**src/rtl/mshr_evict_burst_seq.sv**
```systemverilog
// Eviction burst sequencer: queues MSHR eviction requests and replays each one
// as a BEATS-long read burst, wrapping from the critical beat when WRAP_MODE=1.
module mshr_evict_burst_seq #(
    parameter int TAG_W     = 20,
    parameter int WAY_W     = 2,
    parameter int IDX_W     = 6,
    parameter int OFF_W     = 4,
    parameter int BEATS     = 4,
    parameter int DEPTH     = 2,
    parameter int WRAP_MODE = 1
) (
    input  logic                         clk,
    input  logic                         rst_n,
    input  logic                         evict_req_vld_mshr,
    output logic                         evict_req_rdy_mshr,
    input  logic [TAG_W-1:0]             in_tag,
    input  logic [WAY_W-1:0]             in_way,
    input  logic [IDX_W-1:0]             in_index,
    input  logic [OFF_W-1:0]             in_offset,
    input  logic                         evict_en,
    output logic                         evict_req_vld,
    input  logic                         evict_req_rdy,
    output logic [TAG_W-1:0]             out_tag,
    output logic [WAY_W-1:0]             out_way,
    output logic [IDX_W-1:0]             out_index,
    output logic [OFF_W-1:0]             out_offset,
    output logic                         rd_first,
    output logic                         rd_last,
    output logic                         busy,
    output logic [$clog2(DEPTH+1)-1:0]   q_cnt
);

    localparam int L     = $clog2(BEATS);
    localparam int ENT_W = TAG_W + WAY_W + IDX_W + OFF_W;
    localparam int PTR_W = (DEPTH > 1) ? $clog2(DEPTH) : 1;
    localparam int CNT_W = $clog2(DEPTH + 1);
    localparam logic [OFF_W-1:0] LOW_MASK = OFF_W'(BEATS - 1);

    typedef enum logic {IDLE, BURST} state_t;

    state_t             state_q, state_d;
    logic [ENT_W-1:0]   mem_q [DEPTH];
    logic [PTR_W-1:0]   wr_ptr_q, rd_ptr_q;
    logic [CNT_W-1:0]   cnt_q, cnt_d;
    logic [TAG_W-1:0]   tag_q;
    logic [WAY_W-1:0]   way_q;
    logic [IDX_W-1:0]   idx_q;
    logic [OFF_W-1:0]   off_q;
    logic [L-1:0]       b_q, b_d, beat_lo;
    logic [ENT_W-1:0]   head;
    logic               push, pop, beat_hs, last_beat, q_nempty;

    function automatic logic [PTR_W-1:0] ptr_inc(input logic [PTR_W-1:0] p);
        return (p == PTR_W'(DEPTH - 1)) ? '0 : p + PTR_W'(1);
    endfunction

    // Ready depends only on registered occupancy, never on the incoming valid.
    assign evict_req_rdy_mshr = cnt_q < CNT_W'(DEPTH);
    assign push      = evict_req_vld_mshr && evict_req_rdy_mshr;
    assign q_nempty  = cnt_q != '0;
    assign head      = mem_q[rd_ptr_q];
    assign beat_hs   = (state_q == BURST) && evict_req_rdy;
    assign last_beat = b_q == L'(BEATS - 1);

    always_comb begin
        state_d = state_q;
        b_d     = b_q;
        pop     = 1'b0;
        case (state_q)
            IDLE: begin
                if (q_nempty && evict_en) begin
                    pop     = 1'b1;
                    state_d = BURST;
                    b_d     = '0;
                end
            end
            BURST: begin
                if (beat_hs) begin
                    b_d = b_q + L'(1);
                    if (last_beat) begin
                        b_d = '0;
                        if (q_nempty && evict_en) begin
                            pop = 1'b1;
                        end else begin
                            state_d = IDLE;
                        end
                    end
                end
            end
            default: state_d = IDLE;
        endcase
    end

    always_comb begin
        cnt_d = cnt_q;
        if (push && !pop) begin
            cnt_d = cnt_q + CNT_W'(1);
        end else if (!push && pop) begin
            cnt_d = cnt_q - CNT_W'(1);
        end
    end

    always_ff @(posedge clk) begin
        if (push) begin
            mem_q[wr_ptr_q] <= {in_tag, in_way, in_index, in_offset};
        end
    end

    always_ff @(posedge clk or negedge rst_n) begin
        if (!rst_n) begin
            state_q  <= IDLE;
            cnt_q    <= '0;
            wr_ptr_q <= '0;
            rd_ptr_q <= '0;
            b_q      <= '0;
            tag_q    <= '0;
            way_q    <= '0;
            idx_q    <= '0;
            off_q    <= '0;
        end else begin
            state_q <= state_d;
            cnt_q   <= cnt_d;
            b_q     <= b_d;
            if (push) begin
                wr_ptr_q <= ptr_inc(wr_ptr_q);
            end
            if (pop) begin
                rd_ptr_q <= ptr_inc(rd_ptr_q);
                {tag_q, way_q, idx_q, off_q} <= head;
            end
        end
    end

    // Low offset bits walk modulo BEATS from the start beat; upper bits stay put.
    assign beat_lo = ((WRAP_MODE != 0) ? off_q[L-1:0] : L'(0)) + b_q;

    assign evict_req_vld = (state_q == BURST);
    assign out_tag       = evict_req_vld ? tag_q : '0;
    assign out_way       = evict_req_vld ? way_q : '0;
    assign out_index     = evict_req_vld ? idx_q : '0;
    assign out_offset    = evict_req_vld ? ((off_q & ~LOW_MASK) | OFF_W'(beat_lo)) : '0;
    assign rd_first      = evict_req_vld && (b_q == '0);
    assign rd_last       = evict_req_vld && last_beat;
    assign busy          = evict_req_vld || q_nempty;
    assign q_cnt         = cnt_q;

endmodule

```
**config.mk**
```make
export PLATFORM = sky130hd
export DESIGN_NAME = mshr_evict_burst_seq
export DESIGN_NICKNAME = d
export VERILOG_FILES = /design/src/rtl/mshr_evict_burst_seq.sv
export SDC_FILE = /design/constraint.sdc
export NUM_CORES = 1
export LEC_CHECK = 0
export BUFFER_PORTS_ARGS = -buffer_cell sky130_fd_sc_hd__buf_2
export CAP_MARGIN = 40
export CORE_MARGIN = 3
export CORE_UTILIZATION = 35
export CTS_CLUSTER_SIZE = 40
export DETAILED_ROUTE_END_ITERATION = 7
export GPL_TIMING_DRIVEN = 0
export PLACE_DENSITY = 0.5
export SLEW_MARGIN = 20
export SYNTH_ARGS = -nofsm -noshare
export SYNTH_HDL_FRONTEND = slang
export SYNTH_SLANG_ARGS = --single-unit
```
**constraint.sdc**
```tcl
create_clock -name clk -period 2.98 [get_ports clk]
set_input_delay 0.596 -clock clk [delete_from_list [all_inputs] [get_ports clk]]
set_output_delay 0.596 -clock clk [all_outputs]
set_load 0.01 [all_outputs]
```
==> summary.md, run 1 <==
After Yosys synthesis, XOR and XNOR cells account for 1.69% of the synthesized area. Routability-driven placement finished with a final weighted congestion of 0.692. At the pin with the least slew margin, the transition time is 561 ps. Via count of the first global-routing pass: 2,379. Clock root buffer master: sky130_fd_sc_hd__clkbuf_16.

The floorplan step set the die width to 115 um. The depth of the CTS H-tree came out at 3. Counting every net in the synthesized netlist gives 286. The worst hold margin came out at 182 ps. The tools report the floorplan die area as 13,200 sq um.

The die height came out at 115 um. The sum of internal, switching and leakage power came out at 5350 uW. The arithmetic-cell share of the synthesized area counting full adders, half adders and majority gates was 1.21%; the clock transition at the registers of the reported paths was 70 ps.

The flow ran to the end, and the final reports show no timing, DRC or antenna violations. STA classifies the critical path endpoint as a primary output. For this design the top-level I/O count stands at 76. The leading area contributor after synthesis was sky130_fd_sc_hd__edfxtp_1. Once layout is complete, the cells apart from fillers number 482. The ratio of cells with drive above 1 in the final layout was 49.3%. After detailed placement, the design holds a cell count of 466.

Sorting the synthesized cells by area gives the leading types as sky130_fd_sc_hd__edfxtp_1 (46%), sky130_fd_sc_hd__dfrtp_1 (24%), sky130_fd_sc_hd__mux2_2 (18%), sky130_fd_sc_hd__and2_1 (5.3%), sky130_fd_sc_hd__ha_1 (1.2%). The classification of the worst-slack hold path is in2async. The count of distinct cell types in the synthesized netlist came out at 19. Dividing total power by cell area gives a power density of 1050 nW/um^2. The longest clock path from root to sink contains 2 buffers. After global routing the overflow that remains totals 0.

Entering global routing, the biggest net connects 26 pins. TritonCTS built the clock tree. Measured against its own limit, the worst slew margin works out to 62.5%.

Data arrives at the worst endpoint at 1610 ps. The run gives 4140 sq um as the combined area of all synthesized cells. The synthesis-to-finish area growth works out to 23.0%. The largest vdd supply drop is 0.000276 V. The first-pass iteration count of the detailed router is 4. The cell count after synthesis came out at 245.

In this run the standard cell core region covers 11,500 sq um. Of all nets on the critical path, the largest fanout is 10. The share of synthesized area spent on multiplexers is 17.7%.

Setup repair after global routing left no endpoint under its margin. The routed wire length per instance was 16.4 um; the post-cts repair resize count was 0. The initial antenna violation count is 0, and the summed negative setup slack over all endpoints is 0 ps. Final antenna-violating net count: 0. Buffers placed on the I/O ports in this run total 75. The Yosys step of the flow raised 0 warnings. Yosys mapped a number of flops with a built-in enable equal to 64. The commonest cells after synthesis are sky130_fd_sc_hd__mux2_2 (65), sky130_fd_sc_hd__edfxtp_1 (64), sky130_fd_sc_hd__dfrtp_1 (39).

The first global-routing pass estimated 12,700 um of wire. By area, the combinational part of the netlist is dominated by multiplexers. The tools report the startpoint type of the worst setup path as a flop.

The final layout contains 375 nets. The worst setup path is of the reg2out kind. The register bit count reported by yosys is 103, and the setup-violating endpoint count in the final report is 0.

The per-instance average area after synthesis is 16.9 sq um, and the maximum clock frequency is 453 MHz. Of all flip-flops after synthesis, the portion carrying an async set or reset was 37.9%. The clock net in this run drives a total of 103 sinks. After detailed routing, the number of remaining DRC violations is 0.

Number of vias per cell: 4.53. The analysis attributes to cell leakage a power of 0.00203 uW. The number of buffers added by the clock tree synthesis step is 9.

For this run, the total global-route usage over all layers was measured as 12.8%. For the proportion of synthesized chip area in sequential cells, the log shows 69.9%. The logs give 39 for the floorplan row count and 330 ps for the clock insertion delay at the later pin of the skew report. The max-slew violation total from the final report was 0. At the worst endpoint, the required time is 2380 ps.

Detailed placement finished with a half-perimeter wire length of 5390 um. The synthesized netlist devotes 0.845% of its cell area to compound gates. Wires add up to 7910 um. The final clock skew is 5.65 ps.

The share of the synthesized area in the top cell type came out at 46.4%. The DRC violation total after the first TritonRoute iteration was 61. The logs give 2,182 for the via count and 0 for the number of inserted diodes.

The number of setup buffers added after CTS was 0; the shortest period the worst path allows was 2210 ps. By instance count, the leading cell after synthesis is sky130_fd_sc_hd__mux2_2. The number of max-cap violations is 0, and the final worst-path cycle share is 74.1%. The effective utilization at floorplan was 36.0%. The area share of and/or/nand/nor cells after synthesis is 6.46%. In the synthesized netlist the dominant register cell turns out to be sky130_fd_sc_hd__edfxtp_1.

The hold buffer count at cts is 0, and the final number of hold-violating endpoints is 0.
## final timing paths
path / start / endpoint / slack [ps] / cells after the start
setup reg to reg: b_q[0] / q_cnt[1] / 940 / 8
min in group clk: in_tag[3] / mem_q[0][15] / 450 / 1
setup / recovery: evict_req_vld / busy / 770 / 3
max in group asynchronous: rst_n / way_q[0] / 2310 / 2
hold reg to reg: tag_q[19] / tag_q[19] / 500 / 1
hold / removal: rst_n / tag_q[12] / 180 / 1
## cell usage in the layout (no fill, tap or decap), types with 6 or more instances in the layout
master                      count
sky130_fd_sc_hd__buf_2         76
sky130_fd_sc_hd__dfrtp_1       39
sky130_fd_sc_hd__and2_1        34
sky130_fd_sc_hd__mux2_2        65
sky130_fd_sc_hd__nand2_1        7
sky130_fd_sc_hd__clkbuf_16      9
sky130_fd_sc_hd__edfxtp_1      64
sky130_fd_sc_hd__clkbuf_1       6
## kinds of logic after synthesis
logic type / count (synthesis)
DFF: 103
AOI/OAI and AO/OA: 4
buffers and inverters: 15
adders and majority gates: 4
muxes: 65
and+or+nand+nor: 46
xor gates and xnor gates: 8
## final cells by class
type,instances,area [sq um]
Inverter,4,15.0
Timing Repair Buffer,78,450
Multi-Input combinational cell,127,1160
Buffer,11,76.3
Clock buffer,12,246
Tap cell,143,179
Fill cell,1052,6420
Clock inverter,4,68.8
Sequential cell,103,2900
## layer usage
layer / vias up / part of all wire [%] / wire (um) / GRT usage (%)
met5: - / 0 / 0 / 0
met4: 0 / 1.4 / 109 / 4.23
met3: 7 / 4.3 / 341 / 3.26
met2: 51 / 47 / 3710 / 20.5
met1: 1069 / 47 / 3750 / 17.2
li1: 1055 / - / - / -
## report_power, final
part | switching (uW) | internal (uW)
combinational | 936 | 1020
clock | 481 | 756
sequential | 185 | 1980
total | 1600 | 3750
## stage by stage
step	instance area (sq um)	util, %	worst slack [ps]
2_1_floorplan	4140	-	236
6_report	5100	44.3	773
3_5_place_dp	4780	41.5	833
5_1_grt	5100	44.3	645
4_1_cts	5100	44.3	733
3_3_place_gp	4700	40.8	-1140
## flip-flops by register name (all words and copies together) (netlist names)
register	cells
mem_q	64
tag_q	20
idx_q	6
off_q	4
b_q	2
q_cnt	2
way_q	2
evict_req_vld	1
rd_ptr_q	1
wr_ptr_q	1
## critical path, cell delays in order (launching register included)
cell,delay [ps]
sky130_fd_sc_hd__dfrtp_1,450
sky130_fd_sc_hd__clkbuf_1,260
sky130_fd_sc_hd__or3_1,420
sky130_fd_sc_hd__buf_2,150
No activity file was read; power rests on OpenSTA's default activity.
==> inputs of run 2 (changes only) <==
Clock period 2.98 ns to 2.1 ns, I/O delays scaled along.
==> summary.md, run 2 (synthesis results as in run 1) <==
For the initial antenna violation count, the log shows 0 (unchanged). Worst setup path startpoint: evict_req_vld. The largest registers in the layout are mem_q x64, tag_q x20, idx_q x6. The die height was 115 um (unchanged); the final net count was 375 (unchanged). For the final clock skew, the log shows 4.43 ps (-1.22 ps).

The tools report the clock insertion delay at the later pin of the skew report as 330 ps (about the same). The critical path goes through clkbuf_2 > or3_1 > buf_2. The min-delay analysis places its worst path in the category in2async. The via count of the first global-routing pass came out at 2,388 (+0.38%). The aggregate global-route resource usage is 12.7% (-0.12 points).

The run finished with clean final reports. The logs give 103 (unchanged) for the total clock sinks and 39 (unchanged) for the floorplan row count. The most common cell after layout, fill and taps aside is sky130_fd_sc_hd__buf_2.

The clock transition at the registers of the reported paths came out at 70 ps (about the same). The effective utilization at floorplan is 36.0% (unchanged). The post-route core utilization came out at 43.9% (-0.38 points). DRC violation count after routing: 0 (unchanged).

The clock root buffer master was sky130_fd_sc_hd__clkbuf_16. The ratio of cells with drive above 1 in the final layout works out to 50.7% (+1.5 points). The register with the highest flop count is mem_q.

Derived from the worst setup path, the maximum achievable clock frequency is 509 MHz. Final antenna-violating net count: 0 (unchanged). The worst path uses 93.6% of the clock period.

For the power share of the sequential group, the log shows 41.9% (+1.5 points). Startpoint-to-endpoint class of the critical path: reg2out. For the final wirelength, the log shows 7820 um (-1.1%). The worst setup path is captured at a primary output.

The logs give 0 (unchanged) for the number of setup buffers added after CTS and 92.9 ps (-740 ps) for the worst slack at placement. The shortest period the worst path allows was 1970 ps; the cell depth of the worst flop-to-flop path was 8 (unchanged). The run gives 1550 ps (-60 ps) as the endpoint arrival time on the critical path.

The tools report the final worst setup slack as 134 ps (-639 ps). The number of buffers between clock root and the deepest sink is 2 (unchanged), and the required arrival time at the worst endpoint is 1680 ps (-700 ps). The routed wire length per instance was 16.2 um (-1.1%); the setup slack of the most critical reg-to-reg path was 150 ps (-790 ps).

The tools report the worst slew margin relative to its limit as 61.1% (-1.4 points). The floorplan die area was 13,200 sq um (unchanged). The count of input and output buffers works out to 75 (unchanged). Compared with the post-synthesis result, the final layout area differs by 22.0%. TritonCTS built the clock tree. The via count came out at 2,193 (+0.50%). The run gives 3 (unchanged) as the depth of the CTS H-tree. For the setup-violating endpoint count in the final report, the log shows 0 (unchanged). The reg-to-reg startpoint is b_q[1]. For the HPWL after detailed placement, the log shows 5350 um (-0.71%).

The startpoint type of the worst setup path is a flop. The weighted congestion at the end of routability-driven global placement came out at 0.709 (+2.5%). The maximum fanout along the worst path works out to 10 (unchanged). Max-slew violation total from the final report: 0 (unchanged). The global-route wire length before repair came out at 12,400 um (-2.2%). Setup repair after global routing left no endpoint under its margin. The logs give 4780 sq um (unchanged) for the area of placed instances and 4 (unchanged) for the first-pass iteration count of the detailed router. The internal power consumption is 5080 uW (+35%), and the switching power is 2250 uW (+41%). The tools report the maximum number of pins on one net before global-route repair as 22 (-15%). Leaving out fill and tap cells, the most frequent cells in the layout are sky130_fd_sc_hd__buf_2 (76), sky130_fd_sc_hd__mux2_2 (65), sky130_fd_sc_hd__edfxtp_1 (64). The static leakage was 0.00202 uW (-0.54%); the flip-flop count of the largest register, all copies and words added was 64 (unchanged). The final number of hold-violating endpoints was 0 (unchanged); the switching part of the total was 30.7% (+0.77 points). The clock group share of total power came out at 20.4% (-2.7 points). The cell with the largest stage delay on the worst path was sky130_fd_sc_hd__dfrtp_1. The DRC violation total after the first TritonRoute iteration came out at 65 (+6.6%). The number of max-cap violations was 0 (unchanged); the portion of total power attributed to combinational logic was 37.7% (+1.2 points).

The transition time at the pin with the least slew margin was 582 ps (+20.9 ps); the number of inserted diodes was 0 (unchanged). For the core region area, the log shows 11,500 sq um (unchanged). The die outline width is 115 um (unchanged), and the number of buffers added by the clock tree synthesis step is 9 (unchanged). The I/O pin count was 76 (unchanged).

The number of vias per cell is 4.55 (+0.50%). Aggregate global routing overflow: 0 (unchanged). In this run the critical register-to-register path is captured at q_cnt[1].

The largest vdd supply drop came out at 0.000404 V (+46%). The post-route cell area is 5050 sq um (-0.86%), and the delay contributed by the slowest stage of the critical path is 450 ps (about the same). The cell area power density is 1450 nW/um^2 (+38%).
[run 2: cell types whose count changed in the layout (fill, tap and decap cells not counted)]
cell | previous run | this run
sky130_fd_sc_hd__bufinv_16 | 2 | 0
sky130_fd_sc_hd__clkbuf_1 | 6 | 2
sky130_fd_sc_hd__clkbuf_2 | 0 | 3
sky130_fd_sc_hd__clkinv_2 | 1 | 4
sky130_fd_sc_hd__dfrtp_1 | 39 | 38
sky130_fd_sc_hd__dfrtp_2 | 0 | 1
[run 2: area by class of cell]
cell class / count / area, sq um
flip-flops and latches: 103 / 2900
clock inverters: 5 / 23.8
clock buffers: 11 / 243
inverters: 4 / 15.0
fillers: 1055 / 6460
well taps: 143 / 179
multi-input cells: 127 / 1160
plain buffers: 11 / 80.1
repair buffers: 78 / 450
[run 2: worst max-delay path by stage]
stage,slack [ps],endpoint,cells past startpoint
final,130,busy,3
after global routing,10,q_cnt[1],8
after CTS,40,busy,3
after detailed placement,90,mem_q[0][7],4
after global placement,-730,mem_q[0][7],3
after floorplan,110,mem_q[0][0],2
[run 2: metrics by stage]
stage	hold slack [ps]	setup TNS, ps	total power, uW	instances
final	36.0	0	7330	482
after global routing	67.4	0	7850	482
after CTS	42.7	0	7490	482
after detailed placement	405	0	5970	466
after global placement	482	-40600	5860	463
after floorplan	124	0	4900	245
[run 2: worst max-delay path: cells and delay by family (launching register included)]
kind / cells / cell delay [ps]
DFF: 1 / 450
and+or+nand+nor: 1 / 400
buffers and inverters: 2 / 370
[run 2: routing by layer]
metal | share of wire, % | vias to the layer above | global-route usage (%)
li1 | - | 1049 | -
met1 | 46 | 1086 | 16.4
met2 | 48 | 49 | 20.6
met3 | 4.7 | 9 | 2.95
met4 | 1.5 | 0 | 5.63
met5 | 0 | - | 0
[run 2: power groups by stage]
| stage | Sequential, uW | Clock [uW] | Combinational (uW) |
|---|---|---|---|
| 2_1_floorplan | 3050 | 0 | 1850 |
| 3_3_place_gp | 3100 | 0 | 2760 |
| 3_5_place_dp | 3120 | 0 | 2850 |
| 4_1_cts | 3070 | 1550 | 2860 |
| 5_1_grt | 3150 | 1650 | 3050 |
| 6_report | 3070 | 1500 | 2760 |
[run 2: timing repair]
item	4_1_cts	5_1_grt
endpoints found under the setup margin	0	6
gates resized for setup	0	7
hold buffers	0	0
